==> src/rtl/fetch_pkg.sv <==
// Shared types and constants for the instruction fetch front-end.
// Holds the FSM state encoding, the aligned bundle layout and the block-address helper.
package fetch_pkg;

    localparam int FETCH_WIDTH = 4;
    localparam int BLOCK_BYTES = 16;
    localparam int OFF_W       = 2;

    typedef enum logic [1:0] {
        REQ  = 2'd0,
        WAIT = 2'd1,
        HOLD = 2'd2
    } state_t;

    typedef logic [FETCH_WIDTH-1:0][31:0] inst_vec_t;

    typedef struct packed {
        inst_vec_t   inst;
        logic [31:0] addr;
        logic [2:0]  size;
        logic [31:0] pc;
    } bundle_t;

    // Clears the offset-within-block bits of a byte address.
    function automatic logic [31:0] block_addr(input logic [31:0] a);
        return a & ~(32'(BLOCK_BYTES) - 32'd1);
    endfunction

endpackage

==> src/rtl/fetch_if.sv <==
// Signal bundle between the fetch unit, the instruction cache and the instruction buffer.
// The master side is the fetch unit; the slave side is its environment.
interface fetch_if;

    logic        icache_req_valid;
    logic        icache_req_ready;
    logic [31:0] icache_req_addr;

    logic        icache_resp_valid;
    logic [31:0] icache_resp_inst_0;
    logic [31:0] icache_resp_inst_1;
    logic [31:0] icache_resp_inst_2;
    logic [31:0] icache_resp_inst_3;

    logic        out_valid;
    logic        out_ready;
    logic [31:0] out_bits_icache_inst_0;
    logic [31:0] out_bits_icache_inst_1;
    logic [31:0] out_bits_icache_inst_2;
    logic [31:0] out_bits_icache_inst_3;
    logic [31:0] out_bits_icache_addr;
    logic [2:0]  out_bits_icache_size;
    logic [31:0] out_bits_pc;

    logic        back_pressure;
    logic        redirect_valid;
    logic [31:0] redirect_target;

    modport master (
        output icache_req_valid,
        input  icache_req_ready,
        output icache_req_addr,
        input  icache_resp_valid,
        input  icache_resp_inst_0,
        input  icache_resp_inst_1,
        input  icache_resp_inst_2,
        input  icache_resp_inst_3,
        output out_valid,
        input  out_ready,
        output out_bits_icache_inst_0,
        output out_bits_icache_inst_1,
        output out_bits_icache_inst_2,
        output out_bits_icache_inst_3,
        output out_bits_icache_addr,
        output out_bits_icache_size,
        output out_bits_pc,
        input  back_pressure,
        input  redirect_valid,
        input  redirect_target
    );

    modport slave (
        input  icache_req_valid,
        output icache_req_ready,
        input  icache_req_addr,
        output icache_resp_valid,
        output icache_resp_inst_0,
        output icache_resp_inst_1,
        output icache_resp_inst_2,
        output icache_resp_inst_3,
        input  out_valid,
        output out_ready,
        input  out_bits_icache_inst_0,
        input  out_bits_icache_inst_1,
        input  out_bits_icache_inst_2,
        input  out_bits_icache_inst_3,
        input  out_bits_icache_addr,
        input  out_bits_icache_size,
        input  out_bits_pc,
        output back_pressure,
        output redirect_valid,
        output redirect_target
    );

endinterface

==> src/rtl/fetch_align.sv <==
// Rotates a fetched block so the word at the fetch offset lands in slot 0.
// Slots past the end of the block are zero-filled; size counts the remaining valid slots.
module fetch_align
    import fetch_pkg::*;
(
    input  inst_vec_t          words_in,
    input  logic [OFF_W-1:0]   off,
    output inst_vec_t          words_out,
    output logic [2:0]         size
);

    logic [OFF_W:0] src;

    always_comb begin
        words_out = '0;
        src       = '0;
        for (int i = 0; i < FETCH_WIDTH; i++) begin
            src = {1'b0, OFF_W'(i)} + {1'b0, off};
            // A carry out of the offset sum means the source word lies beyond this block.
            if (!src[OFF_W]) begin
                words_out[OFF_W'(i)] = words_in[src[OFF_W-1:0]];
            end
        end
        size = 3'(FETCH_WIDTH) - 3'(off);
    end

endmodule

==> src/rtl/fetch_unit.sv <==
// Instruction fetch front-end: owns the fetch PC, issues one block request at a time,
// aligns the returned block and holds the bundle until the instruction buffer takes it.
module fetch_unit
    import fetch_pkg::*;
#(
    parameter logic [31:0] RESET_PC = 32'h8000_0000
) (
    input  logic     clock,
    input  logic     reset,
    fetch_if.master  io
);

    state_t      state_q, state_d;
    logic [31:0] pc_q, pc_d;
    logic        drop_q, drop_d;
    bundle_t     bundle_q, bundle_d;

    inst_vec_t   resp_words;
    inst_vec_t   aligned_words;
    logic [2:0]  aligned_size;
    logic        req_fire;
    logic        out_fire;
    logic        unused_target_lsb;

    assign resp_words = {io.icache_resp_inst_3, io.icache_resp_inst_2,
                         io.icache_resp_inst_1, io.icache_resp_inst_0};

    // Redirect targets are word aligned; the low bits are don't-care.
    assign unused_target_lsb = ^io.redirect_target[1:0];

    fetch_align u_align (
        .words_in  (resp_words),
        .off       (pc_q[3:2]),
        .words_out (aligned_words),
        .size      (aligned_size)
    );

    // A redirect suppresses both the request and the bundle in the cycle it arrives.
    assign io.icache_req_valid = !reset && (state_q == REQ) &&
                                 !io.back_pressure && !io.redirect_valid;
    assign io.icache_req_addr  = block_addr(pc_q);
    assign io.out_valid        = (state_q == HOLD) && !io.redirect_valid;

    assign req_fire = io.icache_req_valid && io.icache_req_ready;
    assign out_fire = io.out_valid && io.out_ready;

    assign io.out_bits_icache_inst_0 = bundle_q.inst[0];
    assign io.out_bits_icache_inst_1 = bundle_q.inst[1];
    assign io.out_bits_icache_inst_2 = bundle_q.inst[2];
    assign io.out_bits_icache_inst_3 = bundle_q.inst[3];
    assign io.out_bits_icache_addr   = bundle_q.addr;
    assign io.out_bits_icache_size   = bundle_q.size;
    assign io.out_bits_pc            = bundle_q.pc;

    always_comb begin
        state_d  = state_q;
        pc_d     = pc_q;
        drop_d   = drop_q;
        bundle_d = bundle_q;

        unique case (state_q)
            REQ: begin
                if (req_fire) begin
                    state_d = WAIT;
                end
            end

            WAIT: begin
                if (io.redirect_valid) begin
                    // A response landing with the redirect is simply discarded; otherwise
                    // remember to discard the one still in flight.
                    if (io.icache_resp_valid) begin
                        drop_d  = 1'b0;
                        state_d = REQ;
                    end else begin
                        drop_d  = 1'b1;
                    end
                end else if (io.icache_resp_valid) begin
                    if (drop_q) begin
                        drop_d  = 1'b0;
                        state_d = REQ;
                    end else begin
                        bundle_d.inst = aligned_words;
                        bundle_d.addr = block_addr(pc_q);
                        bundle_d.size = aligned_size;
                        bundle_d.pc   = pc_q;
                        state_d       = HOLD;
                    end
                end
            end

            HOLD: begin
                if (io.redirect_valid) begin
                    state_d = REQ;
                end else if (out_fire) begin
                    pc_d    = block_addr(pc_q) + 32'(BLOCK_BYTES);
                    state_d = REQ;
                end
            end

            default: begin
                state_d = REQ;
            end
        endcase

        if (io.redirect_valid) begin
            pc_d = {io.redirect_target[31:2], 2'b00};
        end
    end

    always_ff @(posedge clock or posedge reset) begin
        if (reset) begin
            state_q  <= REQ;
            pc_q     <= RESET_PC;
            drop_q   <= 1'b0;
            bundle_q <= '0;
        end else begin
            state_q  <= state_d;
            pc_q     <= pc_d;
            drop_q   <= drop_d;
            bundle_q <= bundle_d;
        end
    end

    // Only one request may be outstanding, and a presented bundle always has 1..4 slots.
    a_single_outstanding: assert property (@(posedge clock) disable iff (reset)
        (state_q != REQ) |-> !io.icache_req_valid);

    a_size_range: assert property (@(posedge clock) disable iff (reset)
        io.out_valid |-> (io.out_bits_icache_size inside {[3'd1:3'd4]}));

endmodule

==> src/flat_wrapper.sv <==
// flat-port wrapper written by rule: the top's interface ports become plain ports
module fetch_unit_flat import fetch_pkg::*;
#(
    parameter logic [31:0] RESET_PC = 32'h8000_0000
)
  (clock, reset, io_icache_req_valid, io_icache_req_ready, io_icache_req_addr, io_icache_resp_valid, io_icache_resp_inst_0, io_icache_resp_inst_1, io_icache_resp_inst_2, io_icache_resp_inst_3, io_out_valid, io_out_ready, io_out_bits_icache_inst_0, io_out_bits_icache_inst_1, io_out_bits_icache_inst_2, io_out_bits_icache_inst_3, io_out_bits_icache_addr, io_out_bits_icache_size, io_out_bits_pc, io_back_pressure, io_redirect_valid, io_redirect_target);
  fetch_if io_i ();
  input  logic clock;
  input  logic reset;
  output wire logic [$bits(io_i.icache_req_valid)-1:0] io_icache_req_valid;
  input wire logic [$bits(io_i.icache_req_ready)-1:0] io_icache_req_ready;
  output wire logic [$bits(io_i.icache_req_addr)-1:0] io_icache_req_addr;
  input wire logic [$bits(io_i.icache_resp_valid)-1:0] io_icache_resp_valid;
  input wire logic [$bits(io_i.icache_resp_inst_0)-1:0] io_icache_resp_inst_0;
  input wire logic [$bits(io_i.icache_resp_inst_1)-1:0] io_icache_resp_inst_1;
  input wire logic [$bits(io_i.icache_resp_inst_2)-1:0] io_icache_resp_inst_2;
  input wire logic [$bits(io_i.icache_resp_inst_3)-1:0] io_icache_resp_inst_3;
  output wire logic [$bits(io_i.out_valid)-1:0] io_out_valid;
  input wire logic [$bits(io_i.out_ready)-1:0] io_out_ready;
  output wire logic [$bits(io_i.out_bits_icache_inst_0)-1:0] io_out_bits_icache_inst_0;
  output wire logic [$bits(io_i.out_bits_icache_inst_1)-1:0] io_out_bits_icache_inst_1;
  output wire logic [$bits(io_i.out_bits_icache_inst_2)-1:0] io_out_bits_icache_inst_2;
  output wire logic [$bits(io_i.out_bits_icache_inst_3)-1:0] io_out_bits_icache_inst_3;
  output wire logic [$bits(io_i.out_bits_icache_addr)-1:0] io_out_bits_icache_addr;
  output wire logic [$bits(io_i.out_bits_icache_size)-1:0] io_out_bits_icache_size;
  output wire logic [$bits(io_i.out_bits_pc)-1:0] io_out_bits_pc;
  input wire logic [$bits(io_i.back_pressure)-1:0] io_back_pressure;
  input wire logic [$bits(io_i.redirect_valid)-1:0] io_redirect_valid;
  input wire logic [$bits(io_i.redirect_target)-1:0] io_redirect_target;
  assign io_icache_req_valid = io_i.icache_req_valid;
  assign io_i.icache_req_ready = io_icache_req_ready;
  assign io_icache_req_addr = io_i.icache_req_addr;
  assign io_i.icache_resp_valid = io_icache_resp_valid;
  assign io_i.icache_resp_inst_0 = io_icache_resp_inst_0;
  assign io_i.icache_resp_inst_1 = io_icache_resp_inst_1;
  assign io_i.icache_resp_inst_2 = io_icache_resp_inst_2;
  assign io_i.icache_resp_inst_3 = io_icache_resp_inst_3;
  assign io_out_valid = io_i.out_valid;
  assign io_i.out_ready = io_out_ready;
  assign io_out_bits_icache_inst_0 = io_i.out_bits_icache_inst_0;
  assign io_out_bits_icache_inst_1 = io_i.out_bits_icache_inst_1;
  assign io_out_bits_icache_inst_2 = io_i.out_bits_icache_inst_2;
  assign io_out_bits_icache_inst_3 = io_i.out_bits_icache_inst_3;
  assign io_out_bits_icache_addr = io_i.out_bits_icache_addr;
  assign io_out_bits_icache_size = io_i.out_bits_icache_size;
  assign io_out_bits_pc = io_i.out_bits_pc;
  assign io_i.back_pressure = io_back_pressure;
  assign io_i.redirect_valid = io_redirect_valid;
  assign io_i.redirect_target = io_redirect_target;
  fetch_unit #(.RESET_PC(RESET_PC)) u_core (.clock(clock), .reset(reset), .io(io_i));
endmodule
==> config.mk <==
export PLATFORM = sky130hd
export DESIGN_NAME = fetch_unit_flat
export DESIGN_NICKNAME = d
export VERILOG_FILES = /design/src/rtl/fetch_pkg.sv /design/src/rtl/fetch_if.sv /design/src/rtl/fetch_align.sv /design/src/rtl/fetch_unit.sv /design/src/flat_wrapper.sv
export SDC_FILE = /design/constraint.sdc
export NUM_CORES = 1
export LEC_CHECK = 0
export BUFFER_PORTS_ARGS = -buffer_cell sky130_fd_sc_hd__buf_2
export CAP_MARGIN = 30
export CELL_PAD_IN_SITES_DETAIL_PLACEMENT = 0
export CELL_PAD_IN_SITES_GLOBAL_PLACEMENT = 2
export CORE_AREA = 8 8 191 193
export DETAILED_ROUTE_END_ITERATION = 10
export DIE_AREA = 0 0 199 201
export PLACE_DENSITY = 0.83
export SLEW_MARGIN = 20
export SYNTH_ARGS = -nofsm -noshare
export SYNTH_HDL_FRONTEND = slang
export SYNTH_SLANG_ARGS = --single-unit
==> constraint.sdc <==
create_clock -name clock -period 3.65 [get_ports clock]
set_clock_uncertainty 0.05 [all_clocks]
set_input_delay 0.1825 -clock clock [delete_from_list [all_inputs] [get_ports clock]]
set_output_delay 0.1825 -clock clock [all_outputs]
set_load 0.01 [all_outputs]
==> metrics, run 1 <==
status completed; # fillers 3525; Ys Warns 0; via count ~6500; leakage ~5.1 nW; postcts setup bufs 0; Tmin final ~2400 ps; Port Buffers ~320; Die Y between 200 and 250 um; total track usage 0.134; io pins ~400; Max-Cap Viols 0; clk_lat worst skew 420 ps; Core Util, Final 0.308; DIE WIDTH 199 um; Clk pin slew, worst setup/hold paths approximately 60 ps; startpoint types flip-flop; CTS tree built; fin nets 1213; vias per cell 4.33; synthesized netlist cell count ~760; number of remaining DRC errors 0; RSZ-0062 raised after global routing false; clk sinks about 130; Slew Limit Fails 0; Max clock buf depth 2; Mapped Area just under 8000 um^2; clk root buf clkbuf_16; CP endpoint kind flip-flop; Core Box Area ~33000 um^2; global-route wire length before repair about 42000 um; post-DR wirelength/cell about 18 um; post-synthesis sequential area ratio 0.409; area leader, netlist dfrtp_1; GR Overflow Total 0; Synth cell types 48; asr flop ratio synth 1.00; Max FO, Critical Path 18; Setup CP Type reg2reg; max_slew headroom 0.436; Fin Setup TNS 0 ps; H-tree Lvls 4; post-cts gate resize count 0; largest net degree at the start of global routing 80; Max Freq 421 MHz; Detailed Routing Iterations Pass 1 5; Synth Flop Type dfrtp_1; Hold WC Path Type in2reg; Initial Util 0.237; post-synthesis register bit count 129; Peak VDD IR about 0.00028 V; Power per Cell Area about 550 nW/um^2; final setup fails 0; DP Wirelength just over 20000 um; initial drt markers roughly 320; synthesized area per cell 10.3 um^2; TritonCTS Buffers 17; placed cell count around 1400; vias in the first global route around 7000; routed wire length between 20000 and 30000 um; final hold violation count 0; DRT met1 WL approximately 11000 um; EDFF count, synth 0; Area contributors post-synth dfrtp_1 41%, mux4_2 18%, buf_4 12%; Post-Layout Cell Count 1504; Slew @ Worst Pin 846 ps; DR WL met2 ~14000 um; share of cells above drive strength 1 0.415; Cell Rows 67; post-route ant nets 0; most frequent cells after synthesis 227 x nand2_1, 131 x buf_4, 128 x dfrtp_1, 64 x mux4_2, 33 x a22o_1; most frequent cell after synthesis nand2_1; top layer reached by signal wires met4; final worst-path cycle share 0.650; Synth-to-Final Area Change 30.0%; Routed met3 length roughly 2100 um; initial antenna violation count 1; Worst EP required roughly 3900 ps; Synth top area share 0.406; Final Wtd Congestion ~0.75; die area about 40000 um^2; crit path DAT 2620 ps
## routing by layer
metal,GRT usage,vias to the layer above
met5,0,-
met4,0.0304,0
met3,0.0387,15
met2,0.233,304
met1,0.160,3175
li1,-,3025
## critical path, cell delays in order, from the launching register on
cell	delay, ps
dfrtp_4	520
inv_1	100
ha_2	630
buf_4	400
mux4_2	340
a22o_1	210
## path summary, 6_finish.rpt
kind | slack [ps] | to | startpoint | cells after the start
worst max-delay path | 1280 | u_core.io.out_bits_icache_inst_1[21] | u_core.pc_q[2] | 5
worst min-delay path | 60 | u_core.pc_q[22] | io_redirect_target[22] | 4
worst max register to register | 1280 | u_core.io.out_bits_icache_inst_1[21] | u_core.pc_q[2] | 5
worst min register to register | 420 | u_core.io.out_bits_icache_inst_0[26] | u_core.io.out_bits_icache_inst_0[26] | 2
max in group asynchronous | 2360 | u_core.pc_q[2] | reset | 4
min in group asynchronous | 360 | u_core.pc_q[6] | reset | 4
## repair_timing
item                                   CTS  global route
endpoints found under the hold margin   31            16
setup endpoints to repair                0             0
hold buffers                            31             1
## cell type report
cell class,instances,area (um^2),area share
Antenna cell,1,2.50,0.000244
Clock buffer,19,443,0.0432
Clock inverter,12,183,0.0178
Inverter,7,30.0,0.00293
Multi-Input combinational cell,525,3740,0.365
Sequential cell,129,3230,0.315
Tap cell,448,561,0.0546
Timing Repair Buffer,363,2060,0.201
## state kept, by name (all words and copies together), names as in the netlist
register and count:
u_core.io.out_bits_icache_inst_0 32, u_core.drop_q 1, u_core.io.out_bits_pc 2, u_core.io.out_bits_icache_addr 27, u_core.io.out_bits_icache_size 3, u_core.state_q 2, u_core.io.out_bits_icache_inst_1 32, u_core.pc_q 30
## power breakdown
part / total (mW) / internal (mW) / switching [mW]
logic: 1.69 / 0.795 / 0.900
registers: 2.10 / 1.81 / 0.282
clock network: 1.86 / 1.16 / 0.693
## cell families (layout without fill, tap and decap cells)
| kind of cell | after synthesis | count (layout) | synth area share |
|---|---|---|---|
| AND/OR/NAND/NOR | 288 | 288 | 0.157 |
| adder cells (fa/ha/maj) | 3 | 3 | 0.00476 |
| XOR/XNOR | 20 | 20 | 0.0222 |
| buffers and inverters | 183 | 401 | 0.153 |
| AO/OA/AOI/OAI | 75 | 75 | 0.0691 |
| other | 1 | 75 | 0.000475 |
| flip-flops | 129 | 129 | 0.409 |
| multiplexers | 65 | 65 | 0.184 |
## placed cells by master, fill, tap and decap left out, drive strengths merged, types with 4 or more instances in the layout
cell type    count
buf            331
xor2            15
a22o            33
dfrtp          128
mux4            64
nor2            10
dlygate4sd3     32
nand4           14
o21ai           24
clkinvlp         4
nand2          227
conb            74
bufinv           4
clkbuf          19
xnor2            5
nand3           15
and3             5
inv              8
## per-stage QoR
step | hold slack (ps) | total power, mW | cell area [um^2] | worst slack (ps)
floorplan | 218 | 3.19 | 8170 | 916
global placement | 343 | 3.80 | 9250 | 1240
detailed placement | 346 | 3.82 | 9250 | 1200
CTS | 26.3 | 5.74 | 10200 | 1200
global route | 48.2 | 5.98 | 10300 | 1140
finish | 58.9 | 5.65 | 10300 | 1280
No activity file was read; power rests on OpenSTA's default activity.
==> run 2: changes to the inputs <==
==> constraint.sdc (replaced) <==
create_clock -name clock -period 2.06 [get_ports clock]
set_clock_uncertainty 0.05 [all_clocks]
set_input_delay 0.103 -clock clock [delete_from_list [all_inputs] [get_ports clock]]
set_output_delay 0.103 -clock clock [all_outputs]
set_load 0.01 [all_outputs]
==> metrics, run 2 (synthesized netlist as in run 1, its figures left out) <==
Register Area 3230 um^2 (unchanged); initial drt markers 223 (was 321); RR Endpoint u_core.io.out_bits_icache_inst_1[15] (was u_core.io.out_bits_icache_inst_1[21]); final worst-path cycle share 0.971; startpoint types input pin (was flip-flop); placed cell count 1464 (was 1438); clk_lat worst skew 420 ps (about the same); Initial Util 0.237 (unchanged); GR Overflow Total 0 (unchanged); number of remaining DRC errors 0 (unchanged); Core Box Area 33300 um^2 (unchanged); r2r worst-path depth 4 (was 5); Cell Rows 67 (unchanged); Power per Cell Area 930 nW/um^2 (was 551 nW/um^2); Slew @ Worst Pin 709 ps (was 846 ps); Setup CP Type in2reg (was reg2reg); R2R setup slack 70 ps (was 1280 ps); Post-Layout Cell Count 1530 (was 1504); Detailed Routing Iterations Pass 1 5 (unchanged); Synth-to-Final Area Change 31.7% (was 30.0%); commonest non-fill, non-tap cell in the layout buf_2 (unchanged); status completed (unchanged); Clk pin slew, worst setup/hold paths 60 ps (about the same); Die Y 201 um (unchanged); CP endpoint kind flip-flop (unchanged); leakage 5.22 nW (was 5.13 nW); WHS Endpoint u_core.io.out_bits_icache_inst_0[0] (was u_core.pc_q[22]); Final Wtd Congestion 0.784 (was 0.746); Max clock buf depth 2 (unchanged); diodes inserted 0 (was 1); final setup fails 0 (unchanged); total track usage 0.135 (was 0.134); via count 6612 (was 6519); most frequent cells in the layout 319 x buf_2, 227 x nand2_1, 126 x dfrtp_1 (unchanged); Peak VDD IR 0.000513 V (was 0.000285 V); RSZ-0062 raised after global routing false (unchanged); clk root buf clkbuf_16 (unchanged); clk sinks 129 (unchanged); io pins 396 (unchanged); Max FO, Critical Path 60 (was 18); routed wire length 27700 um (was 27400 um); Max-Cap Viols 0 (unchanged); global-route wire length before repair 42500 um (was 41700 um); vias in the first global route 7361 (was 7016); post-DR wirelength/cell 18.1 um (was 18.2 um); fin nets 1240 (was 1213); max_slew headroom 0.527 (was 0.436); die area 40000 um^2 (unchanged); post-route ant nets 0 (unchanged); Worst EP required 2310 ps (was 3900 ps); final hold violation count 0 (unchanged); largest net degree at the start of global routing 103 (was 80); Hold Path Depth 4 (unchanged); share of cells above drive strength 1 0.429 (was 0.415); reg2reg start u_core.state_q[1] (was u_core.pc_q[2]); Max Freq roughly 500 MHz; HP Start io_icache_resp_inst_0[0] (was io_redirect_target[22]); DP Wirelength 20800 um (unchanged); Pwr Total 9.67 mW (was 5.65 mW); initial antenna violation count 1 (unchanged); Hold WC Path Type in2reg (unchanged); area of the multi-input gates 3770 um^2 (was 3740 um^2); TritonCTS Buffers 17 (unchanged); postcts setup bufs 0 (unchanged); Slew Limit Fails 0 (unchanged); Tmin final ~2000 ps; DIE WIDTH 199 um (unchanged); Port Buffers 319 (unchanged); H-tree Lvls 4 (unchanged); CTS tree built (unchanged); crit path DAT 2250 ps (was 2620 ps); # fillers 3547 (was 3525); vias per cell 4.32 (was 4.33)
run 2: cell count changes in the layout (fill, tap and decap cells not counted), moves of 2 or more:
cell,previous run,this run
buf_16,2,0
clkinv_2,1,6
inv_6,2,0
bufinv_16,4,1
buf_12,1,4
dlygate4sd3_1,32,34
buf_4,9,32
run 2: where the power goes:
group | total, mW | internal, mW | switching (mW)
sequential | 3.68 | 3.21 | 0.462
combinational | 3.14 | 1.46 | 1.67
clock | 2.85 | 1.67 | 1.18
total | 9.67 | 6.35 | 3.32
run 2: worst max-delay path by stage:
stage / end / depth (start not counted) / start / slack [ps]
floorplan: u_core.io.out_bits_icache_inst_1[19] / 9 / u_core.pc_q[2] / -3
global placement: u_core.io.out_bits_icache_inst_1[1] / 3 / u_core.state_q[1] / 20
detailed placement: u_core.io.out_bits_icache_inst_1[10] / 3 / u_core.state_q[1] / 0.2
CTS: u_core.io.out_bits_icache_inst_1[0] / 3 / u_core.state_q[1] / -9
global route: u_core.io.out_bits_icache_inst_1[15] / 4 / u_core.state_q[1] / 10
finish: u_core.io.out_bits_icache_inst_1[15] / 7 / io_icache_resp_valid / 60
run 2: timing repair:
| action | 4_1_cts | 5_1_grt |
|---|---|---|
| hold endpoints to repair | 161 | 0 |
| pin swaps | 1 | 0 |
| resized for setup | 0 | 2 |
| setup endpoints to repair | 3 | 33 |
| hold buffers | 34 | 0 |
| cloned | 0 | 1 |
run 2: cell type report:
type                            count  share of cell area
Sequential cell                   129               0.311
Clock buffer                       20              0.0430
Multi-Input combinational cell    526               0.363
Timing Repair Buffer              389               0.217
Inverter                            7             0.00313
Tap cell                          448              0.0539
Clock inverter                     11             0.00879
run 2: routing by layer:
| metal | routed length (um) | track usage | up-vias |
|---|---|---|---|
| met1 | 11800 | 0.167 | 3203 |
| met5 | 13 | 0 | - |
| li1 | - | - | 3067 |
| met3 | 2240 | 0.0419 | 28 |
| met4 | 464 | 0.0371 | 2 |
| met2 | 13100 | 0.224 | 312 |
run 2: metrics by stage:
step	worst slack [ps]	hold WS (ps)	setup TNS [ps]	utilization	area (um^2)
finish	59.4	52.7	0	0.312	10400
global route	11.7	44.0	0	0.312	10400
CTS	-8.98	28.3	-13.0	0.312	10400
detailed placement	0.151	233	0	0.285	9500
global placement	19.8	238	0	0.285	9500
floorplan	-2.62	139	-26.2	-	8240
run 2: critical path, cell delays in order:
cell           delay [ps]
dlygate4sd3_1         560
buf_2                 150
nand2_1                80
or4_4                 490
buf_4                 170
buf_4                 310
a22o_1                320
